`config.mk`:
```
export PLATFORM = sky130hd
export DESIGN_NAME = rf_core_flat
export DESIGN_NICKNAME = d
export VERILOG_FILES = /design/src/rtl/rf_core_pkg.sv /design/src/rtl/rf_core_if.sv /design/src/rtl/rf_scoreboard.sv /design/src/rtl/rf_core.sv /design/src/flat_wrapper.sv
export SDC_FILE = /design/constraint.sdc
export NUM_CORES = 2
export LEC_CHECK = 0
export CAP_MARGIN = 20
export CORE_ASPECT_RATIO = 0.5
export CORE_UTILIZATION = 50
export CTS_CLUSTER_SIZE = 40
export DETAILED_ROUTE_END_ITERATION = 7
export HOLD_SLACK_MARGIN = 0.05
export PLACE_DENSITY = 0.77
export SYNTH_ARGS = -nofsm -noshare
export SYNTH_HDL_FRONTEND = slang
export SYNTH_HIERARCHICAL = 1
export SYNTH_SLANG_ARGS = --single-unit
```
`constraint.sdc`:
```
create_clock -name clk -period 6.1 [get_ports clk]
set_input_delay 1.525 -clock clk [delete_from_list [all_inputs] [get_ports clk]]
set_output_delay 1.525 -clock clk [all_outputs]
set_load 0.01 [all_outputs]
```
`src/rtl/rf_core_pkg.sv`:
```
// Shared types and constants for the GPR file and its pending-write scoreboard.
package rf_core_pkg;

  localparam int NREG       = 32;
  localparam int DATA_W     = 32;
  localparam int CNT_W      = 2;
  localparam int ADDR_W     = $clog2(NREG);
  localparam int RF_CNT_MAX = (1 << CNT_W) - 1;

  typedef logic [ADDR_W-1:0] creg_addr_t;
  typedef logic [DATA_W-1:0] word_t;
  typedef logic [CNT_W-1:0]  cnt_t;

  typedef struct packed {
    logic       en;
    creg_addr_t addr;
    word_t      wd;
  } w_rf_r;

  // True when the writeback in flight this cycle targets register a.
  function automatic logic wr_hits(w_rf_r w, creg_addr_t a);
    return w.en && (w.addr == a);
  endfunction

endpackage

```
`src/rtl/rf_core_if.sv`:
```
// Decode/writeback side of the register file: read ports, writeback, issue and scoreboard status.
interface rf_core_if;
  import rf_core_pkg::*;

  creg_addr_t ra1;
  creg_addr_t ra2;
  word_t      src1;
  word_t      src2;
  logic       rdy1;
  logic       rdy2;
  w_rf_r      w;
  logic       issue_en;
  creg_addr_t issue_dst;
  logic       issue_ok;
  logic       flush;
  logic       pend_any;
  logic       sb_err;

  modport master (
    output ra1, ra2, w, issue_en, issue_dst, flush,
    input  src1, src2, rdy1, rdy2, issue_ok, pend_any, sb_err
  );

  modport slave (
    input  ra1, ra2, w, issue_en, issue_dst, flush,
    output src1, src2, rdy1, rdy2, issue_ok, pend_any, sb_err
  );

endinterface

```
`src/rtl/rf_scoreboard.sv`:
```
// Per-register pending-write counters: operand readiness, issue back-pressure and error flag.
module rf_scoreboard
  import rf_core_pkg::*;
(
  input  logic       clk,
  input  logic       resetn,
  input  creg_addr_t ra1,
  input  creg_addr_t ra2,
  input  w_rf_r      w,
  input  logic       issue_en,
  input  creg_addr_t issue_dst,
  input  logic       flush,
  output logic       rdy1,
  output logic       rdy2,
  output logic       issue_ok,
  output logic       pend_any,
  output logic       sb_err
);

  cnt_t            cnt_q [NREG];
  logic [NREG-1:0] inc;
  logic [NREG-1:0] dec;
  logic [NREG-1:0] nz;
  logic            err;

  always_comb begin
    issue_ok = (issue_dst == '0) || (cnt_q[issue_dst] != cnt_t'(RF_CNT_MAX));
    // A single outstanding write landing this cycle is already on the bypass path.
    rdy1 = (ra1 == '0) || (cnt_q[ra1] == '0) ||
           ((cnt_q[ra1] == cnt_t'(1)) && wr_hits(w, ra1));
    rdy2 = (ra2 == '0) || (cnt_q[ra2] == '0) ||
           ((cnt_q[ra2] == cnt_t'(1)) && wr_hits(w, ra2));
    for (int r = 0; r < NREG; r++) begin
      inc[r] = (r != 0) && issue_en && (issue_dst == creg_addr_t'(r)) && issue_ok;
      dec[r] = (r != 0) && wr_hits(w, creg_addr_t'(r)) && (cnt_q[r] != '0);
      nz[r]  = (cnt_q[r] != '0);
    end
    err = !flush && ((issue_en && !issue_ok) ||
                     (w.en && (w.addr != '0) && (cnt_q[w.addr] == '0)));
  end

  assign pend_any = |nz;

  always_ff @(posedge clk or negedge resetn) begin
    if (!resetn) begin
      for (int r = 0; r < NREG; r++) cnt_q[r] <= '0;
      sb_err <= 1'b0;
    end else begin
      if (err) sb_err <= 1'b1;
      for (int r = 0; r < NREG; r++) begin
        if (flush)                 cnt_q[r] <= '0;
        else if (inc[r] && !dec[r]) cnt_q[r] <= cnt_q[r] + cnt_t'(1);
        else if (dec[r] && !inc[r]) cnt_q[r] <= cnt_q[r] - cnt_t'(1);
      end
    end
  end

endmodule

```
`src/rtl/rf_core.sv`:
```
// 32x32 GPR file with r0 hardwired to zero, same-cycle writeback bypass on both read ports,
// and a pending-write scoreboard telling decode whether each operand is final.
module rf_core
  import rf_core_pkg::*;
(
  input  logic     clk,
  input  logic     resetn,
  rf_core_if.slave rf
);

  word_t gpr [NREG];

  // NOTE: the array is reset explicitly because reads must return zero right after reset;
  // this keeps it in flops rather than a RAM macro, which has no reset.
  always_ff @(posedge clk or negedge resetn) begin
    if (!resetn) begin
      for (int r = 0; r < NREG; r++) gpr[r] <= '0;
    end else if (rf.w.en && (rf.w.addr != '0)) begin
      gpr[rf.w.addr] <= rf.w.wd;
    end
  end

  // NOTE: defaults are assigned first so every path drives the outputs and no latch is inferred.
  always_comb begin
    rf.src1 = gpr[rf.ra1];
    if (wr_hits(rf.w, rf.ra1)) rf.src1 = rf.w.wd;
    if (rf.ra1 == '0)          rf.src1 = '0;

    rf.src2 = gpr[rf.ra2];
    if (wr_hits(rf.w, rf.ra2)) rf.src2 = rf.w.wd;
    if (rf.ra2 == '0)          rf.src2 = '0;
  end

  rf_scoreboard u_sb (
    .clk       (clk),
    .resetn    (resetn),
    .ra1       (rf.ra1),
    .ra2       (rf.ra2),
    .w         (rf.w),
    .issue_en  (rf.issue_en),
    .issue_dst (rf.issue_dst),
    .flush     (rf.flush),
    .rdy1      (rf.rdy1),
    .rdy2      (rf.rdy2),
    .issue_ok  (rf.issue_ok),
    .pend_any  (rf.pend_any),
    .sb_err    (rf.sb_err)
  );

endmodule

```
`src/flat_wrapper.sv`:
```
// flat-port wrapper written by rule: the top's interface ports become plain ports
module rf_core_flat import rf_core_pkg::*;
  (clk, resetn, rf_ra1, rf_ra2, rf_w, rf_issue_en, rf_issue_dst, rf_flush, rf_src1, rf_src2, rf_rdy1, rf_rdy2, rf_issue_ok, rf_pend_any, rf_sb_err);
  rf_core_if rf_i ();
  input  logic clk;
  input  logic resetn;
  input wire logic [$bits(rf_i.ra1)-1:0] rf_ra1;
  input wire logic [$bits(rf_i.ra2)-1:0] rf_ra2;
  input wire logic [$bits(rf_i.w)-1:0] rf_w;
  input wire logic [$bits(rf_i.issue_en)-1:0] rf_issue_en;
  input wire logic [$bits(rf_i.issue_dst)-1:0] rf_issue_dst;
  input wire logic [$bits(rf_i.flush)-1:0] rf_flush;
  output wire logic [$bits(rf_i.src1)-1:0] rf_src1;
  output wire logic [$bits(rf_i.src2)-1:0] rf_src2;
  output wire logic [$bits(rf_i.rdy1)-1:0] rf_rdy1;
  output wire logic [$bits(rf_i.rdy2)-1:0] rf_rdy2;
  output wire logic [$bits(rf_i.issue_ok)-1:0] rf_issue_ok;
  output wire logic [$bits(rf_i.pend_any)-1:0] rf_pend_any;
  output wire logic [$bits(rf_i.sb_err)-1:0] rf_sb_err;
  assign rf_i.ra1 = rf_ra1;
  assign rf_i.ra2 = rf_ra2;
  assign rf_i.w = rf_w;
  assign rf_i.issue_en = rf_issue_en;
  assign rf_i.issue_dst = rf_issue_dst;
  assign rf_i.flush = rf_flush;
  assign rf_src1 = rf_i.src1;
  assign rf_src2 = rf_i.src2;
  assign rf_rdy1 = rf_i.rdy1;
  assign rf_rdy2 = rf_i.rdy2;
  assign rf_issue_ok = rf_i.issue_ok;
  assign rf_pend_any = rf_i.pend_any;
  assign rf_sb_err = rf_i.sb_err;
  rf_core u_core (.clk(clk), .resetn(resetn), .rf(rf_i));
endmodule
```
== Word level (Yosys, flattened, before mapping) ==
Index checks and enable logic that the tools add are counted.

* Register bits: 1087
* Input port bits: 57
* Output and inout port bits: 69
* Word-level logic and storage cells: 655

* Add/subtract/negate cells: 62
* $lt $le $gt $ge: 5
* Eq/ne operators: 67
* Multiplexer cells: 118
* Bitwise logic cells: 4
* Reduce and logical (&&, ||, !) cells: 335

{| class="wikitable"
|+ Operators by type and width
! cell !! number
|-
| 1024-bit bitwise mux || 1
|-
| 32-bit binary-select mux with 5-bit select || 2
|-
| 32-bit 2-to-1 mux || 9
|-
| 2-bit 2-to-1 mux || 101
|-
| 1-bit logical AND || 195
|-
| 32-bit demux with 5-bit select || 1
|-
| 5-bit == test, second input constant || 32
|-
| 3-bit nonzero test || 31
|-
| 5-bit by 4-bit == test with 1-bit output, second input constant || 16
|-
| 1-bit zero test || 64
|-
| 2-bit by 1-bit adder with 2-bit output, second input constant || 31
|-
| 2-bit nonzero test || 31
|-
| 2-bit by 1-bit subtractor with 2-bit output, second input constant || 31
|-
| 2-bit binary-select mux with 5-bit select || 4
|-
| 5-bit by 3-bit == test with 1-bit output, second input constant || 8
|-
| 31-bit OR reduction || 1
|-
| 6-bit >= comparator, second input constant || 4
|-
| 5-bit NOT with 6-bit output || 4
|-
| 5-bit by 2-bit == test with 1-bit output, second input constant || 4
|-
| 5-bit zero test || 3
|-
| 5-bit by 1-bit == test with 1-bit output, second input constant || 2
|-
| 5-bit == test || 2
|-
| 2-bit zero test || 3
|-
| 1-bit logical OR || 6
|-
| other kinds (4) || 5
|}

== Depth between registers and ports, before layout ==
* Depth after elaboration: 12
* Mapped depth: 10
* Gate-level depth less buffers: 6

== Hierarchy ==
The synthesis kept the hierarchy.

{| class="wikitable"
|+ By module, submodules not included
! module !! instances !! cells an instance !! area each (um2)
|-
| rf_core || 1 || 3930 || 55618.3
|-
| rf_scoreboard || 1 || 660 || 5952.0
|}

== Worst setup path before layout ==
OpenSTA, ideal clock, no wires.

* Path kind: input port to output port
* From: input port rf_ra1[0]
* To: output port rf_rdy1
* Arrival: 3.335 ns
* Required time: 4.575 ns
* Slack: 1.240 ns
* Stages: 6
* Cells stage by stage: buf_2 -> buf_2 -> mux4_2 -> mux4_2 -> a211oi_1 -> a21o_1

* Word-level cells in the longest chain between the ends: 7

{| class="wikitable"
|+ RTL lines
! element !! line !! RTL
|-
| start: declaration || flat_wrapper.sv:7 || <nowiki>input wire logic [$bits(rf_i.ra1)-1:0] rf_ra1;</nowiki>
|-
| 5-bit NOT with 6-bit output (not written as such) || rf_scoreboard.sv:29, rf_scoreboard.sv:30 ||
|-
| 2-bit binary-select mux with 5-bit select || rf_scoreboard.sv:29, rf_scoreboard.sv:30 ||
|-
| 2-bit 2-to-1 mux (not written as such) (2 in a row) || rf_scoreboard.sv:29, rf_scoreboard.sv:30 ||
|-
| 2-bit by 1-bit == test with 1-bit output / 2-bit zero test (equally long branches) || rf_scoreboard.sv:30, rf_scoreboard.sv:29 ||
|-
| 1-bit logical AND / 1-bit logical OR (equally long branches) || rf_scoreboard.sv:30, rf_scoreboard.sv:29 ||
|-
| 1-bit logical OR (*) || rf_scoreboard.sv:29 || <nowiki>rdy1 = (ra1 == '0) || (cnt_q[ra1] == '0) ||</nowiki>
|-
| end: declaration || flat_wrapper.sv:15 || <nowiki>output wire logic [$bits(rf_i.rdy1)-1:0] rf_rdy1;</nowiki>
|}

Every way passes the cells marked *; elsewhere a longest branch is shown, timed or not. The select of a mux whose other input is x is not followed.

== Worst setup path after layout ==
* From: input port rf_ra1[3]
* To: output port rf_src1[23]

* Word-level cells in the longest chain between the ends: 6

{| class="wikitable"
|+ RTL lines
! element !! line !! RTL
|-
| 5-bit NOT with 6-bit output (not written as such) || rf_core.sv:25 || <nowiki>rf.src1 = gpr[rf.ra1];</nowiki>
|-
| 32-bit binary-select mux with 5-bit select || rf_core.sv:25 ||
|-
| 32-bit 2-to-1 mux (not written as such) (2 in a row) || rf_core.sv:25 ||
|-
| 32-bit 2-to-1 mux || rf_core.sv:26 || <nowiki>if (wr_hits(rf.w, rf.ra1)) rf.src1 = rf.w.wd;</nowiki>
|-
| 32-bit 2-to-1 mux (*) || rf_core.sv:27 || <nowiki>if (rf.ra1 == '0) rf.src1 = '0;</nowiki>
|-
| end: declaration || flat_wrapper.sv:13 || <nowiki>output wire logic [$bits(rf_i.src1)-1:0] rf_src1;</nowiki>
|}

Marks and branches as above.

==> impl_metrics.env <==
export IMPL_synth_avg_cell_area_um2=13.4
export IMPL_rsz0062_at_grt="no"
export IMPL_cts_hold_buf=0
export IMPL_cts_made_buffers=102
export IMPL_criticalPathCategory="in -> out"
export IMPL_grt_max_degree=149
export IMPL_cp_data_required_time_ns=4.58
export IMPL_critPathLaunchType="input port"
export IMPL_ys_flop_type="dfrtp_1"
export IMPL_status="finished with violations"
export IMPL_synth_compound_area_share_pct=7.42
export IMPL_synth_largest_area_cell="dfrtp_1"
export IMPL_vias=45400
export IMPL_r2r_setup_slack_ns=3.57
export IMPL_synth_xor_area_share_pct=0.711
export IMPL_hold_class="reg -> reg"
export IMPL_power_share_clock_pct=33.5
export IMPL_dr_first_iter_drc_count=6088
export IMPL_io_pins=126
export IMPL_grt_overflow=0
export IMPL_dpl_cell_count=6188
export IMPL_clock_latency_ns=0.70
export IMPL_die_area_mm2=0.125
export IMPL_synth_top_family_by_area="multiplexers"
export IMPL_synthAdderAreaFrac_pct=0
export IMPL_grt_pass1_wl_um=312000
export IMPL_irDropWorstVdd_mv=0.238
export IMPL_syn_inst=4590
export IMPL_crit_path_end_kind="output port"
export IMPL_fin_cells=6385
export IMPL_max_slew_margin_pct=20.9
export IMPL_syn_nets=4647
export IMPL_failed_checks="negative setup slack"
export IMPL_nNetsFinal=4740
export IMPL_synth_ff_latch_count=1087
export IMPL_finalPower_mw=21.3
export IMPL_power_leakage_nw=30.0
export IMPL_cts_tree="yes"
export IMPL_muxShareOfSynthArea_pct=38.8
export IMPL_hold_violations=0
export IMPL_ys_top_cells_by_area="dfrtp_1, mux2_2, mux4_2"
export IMPL_initial_core_util_pct=50.7
export IMPL_dr_pass1_iters=6
export IMPL_ant_nets=0
export IMPL_dp_slack_ns=-0.282
export IMPL_wl_per_cell_um=33.1
export IMPL_p_sw_mw=6.05
export IMPL_viasPerCell=7.11
export IMPL_finalClockSkew_ns=0.00920
export IMPL_setup_viol=2
export IMPL_p_int_mw=15.2
export IMPL_p_per_area_mw_per_mm2=307
export IMPL_port_buffers=125
export IMPL_core_area_mm2=0.121
export IMPL_seq_power_share_pct=44.6
export IMPL_die_y_um=250
export IMPL_antenna_found_initial=10
export IMPL_max_freq_mhz=163
export IMPL_place_congestion=0.952
export IMPL_htreeDepth=3
export IMPL_yosysWarnings=6
export IMPL_rows=90
export IMPL_cts_sinks=1087
export IMPL_period_share_pct=101
export IMPL_switching_share_pct=28.4
export IMPL_cts_root_buf="clkbuf_16"
export IMPL_synth_seq_area_share_pct=44.2
export IMPL_grt_pass1_vias=46600
export IMPL_drive_gt1_share_pct=43.0
export IMPL_synth_edf_count=0
export IMPL_drt_total_wl_um=211000
export IMPL_synthSimpleGateAreaFrac_pct=4.60
export IMPL_worst_slack_ns=-0.0375
export IMPL_async_reset_ff_share_pct=100
export IMPL_clk_pin_slew_ns=0.06
export IMPL_timing_final_crit_period_ns=6.14
export IMPL_drc=0
export IMPL_arrival_ns=4.61
export IMPL_combinationalPowerShare_pct=21.9
export IMPL_die_x_um=498
export IMPL_netlist_area_mm2=0.0616
export IMPL_drv_slew=0
export IMPL_maxCapViolations=0
export IMPL_layout_cells_most_common_list="dfrtp_1, mux2_2, mux4_2"
export IMPL_post_route_util_pct=57.2
export IMPL_setup_tns_ns=-0.0432
export IMPL_track_usage_pct=33.8
export IMPL_synth_top_cell_area_share_pct=44.2
export IMPL_worst_slew_pin_slew_ns=1.18
export IMPL_yosysUniqueCellTypes=80
export IMPL_synthToLayoutAreaGrowth_pct=12.8
export IMPL_cts_buffer_depth=3
export IMPL_dp_hpwl_um=137000
export IMPL_path_max_fanout=7
export IMPL_final_common_cell="dfrtp_1"
-- state kept, by name (all words and copies together), names as in the netlist --
signal and flops:
u_core/gpr 1024, u_core/u_sb/cnt_q 62, u_core/u_sb/sb_err 1
-- final timing paths --
| kind | endpoint | depth (start not counted) | from |
|---|---|---|---|
| setup / recovery | rf_src1[23] | 8 | rf_ra1[3] |
| hold / removal | u_core/gpr[1020]$_DFFE_PN0P_ | 0 | u_core/gpr[1020]$_DFFE_PN0P_ |
| setup reg to reg | u_core/u_sb/cnt_q[31]$_DFFE_PN0P_ | 7 | u_core/u_sb/cnt_q[14]$_DFFE_PN0P_ |
| hold reg to reg | u_core/gpr[1020]$_DFFE_PN0P_ | 0 | u_core/gpr[1020]$_DFFE_PN0P_ |
| max in group asynchronous | u_core/gpr[945]$_DFFE_PN0P_ | 2 | resetn |
| min in group asynchronous | u_core/gpr[932]$_DFFE_PN0P_ | 1 | resetn |
-- area by class of cell --
type	instances	area, um2
fillers	9315	51900
clock buffers	146	2960
multi-input cells	3006	32000
flip-flops and latches	1087	27200
repair buffers	475	4470
inverters	11	41.3
well taps	1610	2010
diodes	5	12.5
clock inverters	45	773
-- through the flow --
| stage | cell area (um2) | hold slack (ns) |
|---|---|---|
| after floorplan | 61600 | 0.441 |
| after global placement | 65700 | 0.376 |
| after detailed placement | 65700 | 0.384 |
| after CTS | 69400 | 0.397 |
| after global routing | 69400 | 0.411 |
| final | 69400 | 0.393 |
-- cell families (layout without fill, tap and decap cells) --
family	after synthesis	in the layout
mux	1747	1747
flops	1087	1087
compound gates	654	654
simple gates	555	555
buf+inv	497	677
xor+xnor	50	50
other cells	0	5
-- critical path, cell delays in order --
cell	delay, ns
clkdlybuf4s50_1	0.71
buf_4	0.28
inv_1	0.23
nor4_1	0.60
buf_4	0.23
a31oi_1	0.04
a21oi_1	0.33
clkdlybuf4s50_1	0.63
-- timing repair --
| item | in CTS | in global routing |
|---|---|---|
| gates resized for setup | 2 | 4 |
| setup buffers | 0 | 1 |
| pin swaps | 0 | 2 |
| endpoints found under the setup margin | 2 | 5 |
-- cells in the mapped netlist (all sizes together), types with 14 or more instances --
cell	number
dfrtp	1087
xor2	14
o22ai	90
a221oi	61
o211ai	29
nand3	19
o21ai	127
o21bai	20
xnor2	36
clkbuf	209
mux4	409
nor2b	34
nor3b	39
nor2	192
nor3	51
buf	277
nor4	28
mux2	1044
nand2b	17
a21oi	102
nand2	85
mux2i	294
a22o	19
a211oi	53
a221o	35
a22oi	57
and2	37
-- power groups by stage --
| stage | logic [mW] | clock network [mW] | registers [mW] |
|---|---|---|---|
| 2_1_floorplan | 3.22 | 0 | 9.22 |
| 3_3_place_gp | 4.39 | 0 | 9.42 |
| 3_5_place_dp | 4.54 | 0 | 9.58 |
| 4_1_cts | 4.57 | 7.20 | 9.46 |
| 5_1_grt | 4.87 | 7.47 | 9.64 |
| 6_report | 4.65 | 7.14 | 9.50 |
-- per-layer routing --
layer | routed length, um | global-route usage (%)
met1 | 78900 | 44.9
met2 | 90000 | 48.9
met3 | 30900 | 13.0
met4 | 11200 | 15.3
met5 | 144 | 0.343
Note: power is estimated with default switching activity, not from simulation.
